<file path="src/rtl/axi_rd_arbiter.sv">
// axi_rd_arbiter
// Shares one AXI read channel (AR/R) between the instruction cache
// (requester 0) and the data cache (requester 1). One burst is outstanding
// at a time; the grant is held from the AR handshake until the R beat that
// carries rlast. Ties between the two requesters are broken round-robin.
//
// Handshake rule used on every channel here: a transfer happens on a
// rising clk edge where valid and ready are both high. Valid does not wait
// for ready. Ready may depend combinationally on valid.
//
// The write channels do not pass through this block.

module axi_rd_arbiter #(
    parameter int ID_WIDTH   = 13,
    parameter int ADDR_WIDTH = 64,
    parameter int DATA_WIDTH = 64
) (
    input  logic                  clk,
    input  logic                  reset,

    // requester 0 (instruction cache)
    input  logic [ID_WIDTH-1:0]   s0_arid,
    input  logic [ADDR_WIDTH-1:0] s0_araddr,
    input  logic [7:0]            s0_arlen,
    input  logic [2:0]            s0_arsize,
    input  logic [1:0]            s0_arburst,
    input  logic                  s0_arvalid,
    output logic                  s0_arready,
    output logic [ID_WIDTH-1:0]   s0_rid,
    output logic [DATA_WIDTH-1:0] s0_rdata,
    output logic [1:0]            s0_rresp,
    output logic                  s0_rlast,
    output logic                  s0_rvalid,
    input  logic                  s0_rready,

    // requester 1 (data cache)
    input  logic [ID_WIDTH-1:0]   s1_arid,
    input  logic [ADDR_WIDTH-1:0] s1_araddr,
    input  logic [7:0]            s1_arlen,
    input  logic [2:0]            s1_arsize,
    input  logic [1:0]            s1_arburst,
    input  logic                  s1_arvalid,
    output logic                  s1_arready,
    output logic [ID_WIDTH-1:0]   s1_rid,
    output logic [DATA_WIDTH-1:0] s1_rdata,
    output logic [1:0]            s1_rresp,
    output logic                  s1_rlast,
    output logic                  s1_rvalid,
    input  logic                  s1_rready,

    // shared bus read channel
    output logic [ID_WIDTH-1:0]   m_axi_arid,
    output logic [ADDR_WIDTH-1:0] m_axi_araddr,
    output logic [7:0]            m_axi_arlen,
    output logic [2:0]            m_axi_arsize,
    output logic [1:0]            m_axi_arburst,
    output logic                  m_axi_arlock,
    output logic [3:0]            m_axi_arcache,
    output logic [2:0]            m_axi_arprot,
    output logic                  m_axi_arvalid,
    input  logic                  m_axi_arready,
    input  logic [ID_WIDTH-1:0]   m_axi_rid,
    input  logic [DATA_WIDTH-1:0] m_axi_rdata,
    input  logic [1:0]            m_axi_rresp,
    input  logic                  m_axi_rlast,
    input  logic                  m_axi_rvalid,
    output logic                  m_axi_rready,

    // status
    output logic                  busy,
    output logic                  grant,
    output logic                  protocol_err,
    // debug view of the arbiter state (0 idle, 1 addr, 2 data)
    output logic [1:0]            state_dbg
);

    typedef enum logic [1:0] {
        IDLE = 2'd0,
        ADDR = 2'd1,
        DATA = 2'd2
    } state_t;

    state_t     state;
    logic       last_grant;
    logic [7:0] beat_cnt;
    logic [7:0] exp_len;

    // AR fields of whichever requester currently holds the grant
    logic [ID_WIDTH-1:0]   sel_arid;
    logic [ADDR_WIDTH-1:0] sel_araddr;
    logic [7:0]            sel_arlen;
    logic [2:0]            sel_arsize;
    logic [1:0]            sel_arburst;
    logic                  sel_arvalid;
    logic                  sel_rready;

    logic in_addr;
    logic in_data;
    logic route0;
    logic route1;
    logic ar_hs;
    logic r_beat;

    // Select the granted requester's request and R-ready
    always_comb begin
        sel_arid    = s0_arid;
        sel_araddr  = s0_araddr;
        sel_arlen   = s0_arlen;
        sel_arsize  = s0_arsize;
        sel_arburst = s0_arburst;
        sel_arvalid = s0_arvalid;
        sel_rready  = s0_rready;
        if (grant) begin
            sel_arid    = s1_arid;
            sel_araddr  = s1_araddr;
            sel_arlen   = s1_arlen;
            sel_arsize  = s1_arsize;
            sel_arburst = s1_arburst;
            sel_arvalid = s1_arvalid;
            sel_rready  = s1_rready;
        end
    end

    assign in_addr = (state == ADDR);
    assign in_data = (state == DATA);

    // Bus AR side: only valid while we are presenting an address
    assign m_axi_arid    = sel_arid;
    assign m_axi_araddr  = sel_araddr;
    assign m_axi_arlen   = sel_arlen;
    assign m_axi_arsize  = sel_arsize;
    assign m_axi_arburst = sel_arburst;
    assign m_axi_arlock  = 1'b0;
    assign m_axi_arcache = 4'd0;
    assign m_axi_arprot  = 3'd0;
    assign m_axi_arvalid = in_addr & sel_arvalid;

    // The bus arready is passed straight through to the granted requester
    assign s0_arready = in_addr & ~grant & m_axi_arready;
    assign s1_arready = in_addr &  grant & m_axi_arready;

    // R beats are consumed only in DATA; outside it rready stays low so a
    // stray beat is never swallowed
    assign m_axi_rready = in_data & sel_rready;

    assign route0 = in_data & ~grant;
    assign route1 = in_data &  grant;

    // R routing to requester 0; zero when not the data owner
    always_comb begin
        s0_rid    = '0;
        s0_rdata  = '0;
        s0_rresp  = 2'd0;
        s0_rlast  = 1'b0;
        s0_rvalid = 1'b0;
        if (route0) begin
            s0_rid    = m_axi_rid;
            s0_rdata  = m_axi_rdata;
            s0_rresp  = m_axi_rresp;
            s0_rlast  = m_axi_rlast;
            s0_rvalid = m_axi_rvalid;
        end
    end

    // R routing to requester 1; zero when not the data owner
    always_comb begin
        s1_rid    = '0;
        s1_rdata  = '0;
        s1_rresp  = 2'd0;
        s1_rlast  = 1'b0;
        s1_rvalid = 1'b0;
        if (route1) begin
            s1_rid    = m_axi_rid;
            s1_rdata  = m_axi_rdata;
            s1_rresp  = m_axi_rresp;
            s1_rlast  = m_axi_rlast;
            s1_rvalid = m_axi_rvalid;
        end
    end

    assign ar_hs  = m_axi_arvalid & m_axi_arready;
    assign r_beat = in_data & m_axi_rvalid & sel_rready;

    assign busy      = (state != IDLE);
    assign state_dbg = state;

    // Arbitration FSM, burst beat tracking and sticky protocol error
    always_ff @(posedge clk or posedge reset) begin
        if (reset) begin
            state        <= IDLE;
            grant        <= 1'b0;
            last_grant   <= 1'b1;
            beat_cnt     <= 8'd0;
            exp_len      <= 8'd0;
            protocol_err <= 1'b0;
        end else begin
            // An R beat offered while no burst is in its data phase is illegal
            if (m_axi_rvalid && !in_data) begin
                protocol_err <= 1'b1;
            end

            case (state)
                IDLE: begin
                    if (s0_arvalid || s1_arvalid) begin
                        // Contention goes to whoever did not win last time
                        if (s0_arvalid && s1_arvalid) begin
                            grant <= ~last_grant;
                        end else begin
                            grant <= s1_arvalid;
                        end
                        state <= ADDR;
                    end
                end

                ADDR: begin
                    if (!sel_arvalid) begin
                        // Requester withdrew; round-robin history untouched
                        state <= IDLE;
                    end else if (ar_hs) begin
                        exp_len  <= sel_arlen;
                        beat_cnt <= 8'd0;
                        state    <= DATA;
                    end
                end

                DATA: begin
                    if (r_beat) begin
                        beat_cnt <= beat_cnt + 8'd1;
                        if (m_axi_rlast) begin
                            // rlast always ends the burst, even if early or late
                            if (beat_cnt != exp_len) begin
                                protocol_err <= 1'b1;
                            end
                            last_grant <= grant;
                            state      <= IDLE;
                        end else if (beat_cnt == exp_len) begin
                            // Final beat without rlast: flag it, keep waiting
                            protocol_err <= 1'b1;
                        end
                    end
                end

                default: begin
                    state <= IDLE;
                end
            endcase
        end
    end

endmodule

</file>
<file path="config.mk">
export PLATFORM = sky130hd
export DESIGN_NAME = axi_rd_arbiter
export DESIGN_NICKNAME = d
export VERILOG_FILES = /design/src/rtl/axi_rd_arbiter.sv
export SDC_FILE = /design/constraint.sdc
export NUM_CORES = 1
export LEC_CHECK = 0
export BUFFER_PORTS_ARGS = -buffer_cell sky130_fd_sc_hd__buf_2
export CORE_AREA = 2 2 207 209
export DETAILED_ROUTE_END_ITERATION = 10
export DIE_AREA = 0 0 209 211
export PLACE_DENSITY_LB_ADDON = 0.05
export SLEW_MARGIN = 20
export SYNTH_ARGS = -nofsm -noshare
export SYNTH_HDL_FRONTEND = slang
export SYNTH_SLANG_ARGS = --single-unit
</file>
<file path="constraint.sdc">
create_clock -name clk -period 1.8 [get_ports clk]
set_clock_uncertainty 0.05 [all_clocks]
set_input_delay 0.27 -clock clk [delete_from_list [all_inputs] [get_ports clk]]
set_output_delay 0.27 -clock clk [all_outputs]
set_load 0.01 [all_outputs]
</file>
==> flow_summary.rst <==
.. list-table::
   :header-rows: 1

   * - Metric
     - Value
   * - Ports placed on the boundary
     - 537
   * - Number of design-rule violations left by the first detailed-router iteration
     - 201
   * - Fin Hold WS
     - 0.202 ns
   * - Static Leak
     - 0.00465 uW
   * - Pin count of the biggest net entering global routing
     - 56
   * - Top cells by area in the synthesized netlist
     - sky130_fd_sc_hd__mux2_2, sky130_fd_sc_hd__and3_1, sky130_fd_sc_hd__dfrtp_1, sky130_fd_sc_hd__clkbuf_1, sky130_fd_sc_hd__xnor2_1
   * - Width of the die
     - 209 um
   * - # nets final
     - 1226
   * - Mean cell area of the mapped netlist
     - 8.24 um^2
   * - CP top delay family
     - buffers and inverters
   * - Number of clock sinks
     - 21
   * - RSZ-0062 raised after global routing
     - true
   * - Post-synthesis xor/xnor area fraction
     - 0.0284
   * - WL/cell
     - 18.6 um
   * - Fraction of synthesized area in multiplexers
     - 0.341
   * - Worst-path clk slew
     - 0.06 ns
   * - Ratio of final minimum period to clock period
     - 1.08
   * - Number of H-tree levels
     - 1
   * - Via count of the first global-routing pass
     - 5501
   * - Biggest area consumer among synthesized cells
     - sky130_fd_sc_hd__mux2_2
   * - Critical path's most frequent cell
     - sky130_fd_sc_hd__buf_6
   * - Root buffer selected by CTS
     - sky130_fd_sc_hd__clkbuf_16
   * - Worst voltage drop across the vdd grid
     - 0.385 mV
   * - Top-count cell post-synth
     - sky130_fd_sc_hd__and3_1
   * - Drt total wl
     - 27900 um
   * - Fraction of registers with async set/reset
     - 1.00
   * - Combinational family with the most area after synthesis
     - simple AND/OR/NAND/NOR gates
   * - Number of setup violations in the final report
     - 250
   * - Number of storage elements in the synthesis netlist
     - 21
   * - Yosys top cell area share
     - 0.329
   * - Via density per instance
     - 3.64
   * - Final estimated routing congestion in global placement
     - 0.741
   * - CP Capture Type
     - output pin
   * - Core outline area
     - 0.0418 mm^2
   * - Total half-perimeter wirelength after legalization and detailed placement
     - 20800 um
   * - Synthesized-area fraction occupied by adder cells
     - 0.00369
   * - Number of standard-cell rows in the floorplan
     - 75
   * - Fin Setup TNS
     - -21.35 ns
   * - Unique cell type count in the Yosys netlist
     - 39
   * - Antenna violations before repair
     - 5
   * - Yosys Warn Count
     - 0
   * - Power per standard cell area
     - 1100 mW/mm^2
   * - Area growth syn-to-layout
     - 141%
   * - Total Routing Usage GR
     - 0.112
   * - Post-Syn Area
     - 0.00339 mm^2
   * - Buffers & Inverters on Critical Path
     - 4
   * - Complex-gate fraction of the synthesized area
     - 0.0225
   * - Cell area reported after detailed placement
     - 0.00677 mm^2
   * - Achievable clock frequency
     - 514 MHz
   * - Post-layout instance count excluding filler cells
     - 1500
   * - Number of port buffers
     - 528
   * - List of cells traversed by the critical path
     - buf_12, buf_8, buf_6, mux2_4, buf_6
   * - Final Hold Violating Endpoints
     - 0
   * - Cell with the biggest individual delay on the critical path
     - sky130_fd_sc_hd__dfrtp_4
   * - Overall die area
     - 0.0441 mm^2
   * - Number of max-cap violations
     - 0
   * - Max-slew violation count
     - 0
   * - Arrival time of the worst setup path
     - 1.63 ns
   * - Number of vias in the routed layout
     - 5460
   * - Final worst path period need
     - 1.95 ns
   * - Residual DRC count
     - 0
   * - Biggest cell delay along the critical path
     - 0.53 ns
   * - Count of nets left with antenna violations after detail routing
     - 0
   * - Post-synthesis sequential area ratio
     - 0.156
   * - Buffers from clock root to sink, at most
     - 2
   * - Classification of the worst-slack hold path
     - primary input to flip-flop
   * - Instance count after placement with tap cells included
     - 1455
   * - Flip-flop cell with the highest count after synthesis
     - sky130_fd_sc_hd__dfrtp_1
   * - Post-synthesis share of cell area spent on and, or, nand and nor gates
     - 0.359
   * - Total congestion overflow after global routing
     - 0
   * - Number of cells produced by synthesis
     - 411
   * - Final worst slack
     - -0.146 ns
   * - Worst-skew pair later-pin latency
     - 0.26 ns
   * - Number of flops mapped to enable cells by yosys
     - 0
   * - Maximum fanout along the worst path
     - 7
   * - Iteration count of the initial detailed-routing pass
     - 4
   * - Number of buffers added by the clock tree synthesis step
     - 3
   * - Leading cell types by count after synthesis
     - sky130_fd_sc_hd__and3_1, sky130_fd_sc_hd__mux2_2, sky130_fd_sc_hd__clkbuf_1
   * - Die span in y
     - 211 um
   * - Final instance area
     - 0.00818 mm^2
   * - Crit Path Class
     - flip-flop to output pin
   * - Run status
     - finished with violations
   * - Fraction of final layout cells sized beyond drive strength 1
     - 0.774
   * - First-pass GRT wire length
     - 36900 um
   * - Failing checks
     - negative setup slack
   * - Required time at the worst-slack endpoint
     - 1.48 ns
   * - Worst setup SP type
     - flip-flop
   * - Starting utilization of the core area
     - 0.0811
   * - Clock tree from TritonCTS
     - done
-- worst reg2reg max path: cells and delay by family, from the launching register on --
family | cells | cell delay [ns]
buffers and inverters | 2 | 0.32
DFF | 1 | 0.53
muxes | 1 | 0.21
and+or+nand+nor | 3 | 0.71
-- logic make-up (layout without fill, tap and decap cells) --
kind of cell / after synthesis / count (layout)
AO/OA/AOI/OAI: 14 / 14
XOR/XNOR: 11 / 11
adder cells (fa/ha/maj): 1 / 1
buffers and inverters: 63 / 601
flip-flops: 21 / 21
multiplexers: 102 / 102
other: 1 / 13
AND/OR/NAND/NOR: 198 / 198
-- what timing repair did --
action | 4_1_cts | 5_1_grt
gates resized for setup | 69 | 83
pin swaps | 10 | 11
setup buffers | 16 | 3
cloned | 8 | 9
hold endpoints to repair | 2 | 0
hold buffers | 1 | 0
setup endpoints to repair | 252 | 265
-- area by class of cell --
type	instances	area, um^2
Timing Repair Buffer	591	4050
Inverter	6	22.5
Clock buffer	4	78.8
Tap cell	539	674
Sequential cell	21	531
Antenna cell	5	12.5
Fill cell	4757	33600
Multi-Input combinational cell	334	2810
-- cells in the final DEF, fill, tap and decap left out, types with 2 or more instances in the layout --
| cell type | Yosys | layout |
|---|---|---|
| sky130_fd_sc_hd__nor4_1 | 3 | 3 |
| sky130_fd_sc_hd__nand4_1 | 4 | 4 |
| sky130_fd_sc_hd__nor2_2 | 1 | 2 |
| sky130_fd_sc_hd__buf_6 | 1 | 71 |
| sky130_fd_sc_hd__nand3_1 | 4 | 4 |
| sky130_fd_sc_hd__nand3b_1 | 3 | 3 |
| sky130_fd_sc_hd__buf_16 | 0 | 11 |
| sky130_fd_sc_hd__dfrtp_1 | 20 | 19 |
| sky130_fd_sc_hd__diode_2 | 0 | 5 |
| sky130_fd_sc_hd__mux2_2 | 99 | 96 |
| sky130_fd_sc_hd__and3_4 | 0 | 33 |
| sky130_fd_sc_hd__nor2_1 | 9 | 8 |
| sky130_fd_sc_hd__buf_12 | 0 | 11 |
| sky130_fd_sc_hd__xnor2_1 | 10 | 10 |
| sky130_fd_sc_hd__or3_1 | 3 | 3 |
| sky130_fd_sc_hd__inv_1 | 5 | 5 |
| sky130_fd_sc_hd__buf_4 | 11 | 32 |
| sky130_fd_sc_hd__o21ai_0 | 6 | 6 |
| sky130_fd_sc_hd__a21oi_1 | 5 | 5 |
| sky130_fd_sc_hd__nor3_2 | 0 | 3 |
| sky130_fd_sc_hd__and3_1 | 158 | 125 |
| sky130_fd_sc_hd__conb_1 | 1 | 8 |
| sky130_fd_sc_hd__mux2_4 | 1 | 4 |
| sky130_fd_sc_hd__clkbuf_16 | 0 | 9 |
| sky130_fd_sc_hd__buf_8 | 0 | 3 |
| sky130_fd_sc_hd__buf_2 | 12 | 456 |
-- flip-flops by register name (all words and copies together) (netlist names) --
register and cells:
grant 1, state_dbg 2, exp_len 8, beat_cnt 8
protocol_err 1, last_grant 1
-- through the flow --
| stage | power [uW] | setup WS [ns] | util |
|---|---|---|---|
| finish | 9020 | -0.146 | 0.196 |
| global route | 9670 | -0.219 | 0.196 |
| CTS | 8530 | -0.172 | 0.181 |
| detailed placement | 6600 | 0.0440 | 0.162 |
| global placement | 6750 | 0.0507 | 0.162 |
| floorplan | 3940 | 0.0292 | - |
-- routing by layer --
metal	vias up	wire length, um	GRT usage
met4	0	655	0.0276
met5	-	0	0
met2	310	15100	0.221
met1	2530	10200	0.120
met3	26	1940	0.0250
li1	2594	-	-
-- worst paths after layout --
path	start	end	slack [ns]	depth (start not counted)
min in group asynchronous	reset	grant	0.41	3
min reg2reg	protocol_err	protocol_err	0.48	2
max reg2reg	grant	protocol_err	-0.09	6
max in group asynchronous	reset	exp_len[6]	0.79	4
max	grant	m_axi_araddr[43]	-0.15	5
min	s0_arvalid	grant	0.20	2
-- power breakdown --
group          internal, uW  switching (uW)
sequential              649             184
combinational          4080            3620
clock                   302             186
total                  5030            3990
Power figures use the tool's default switching activity.
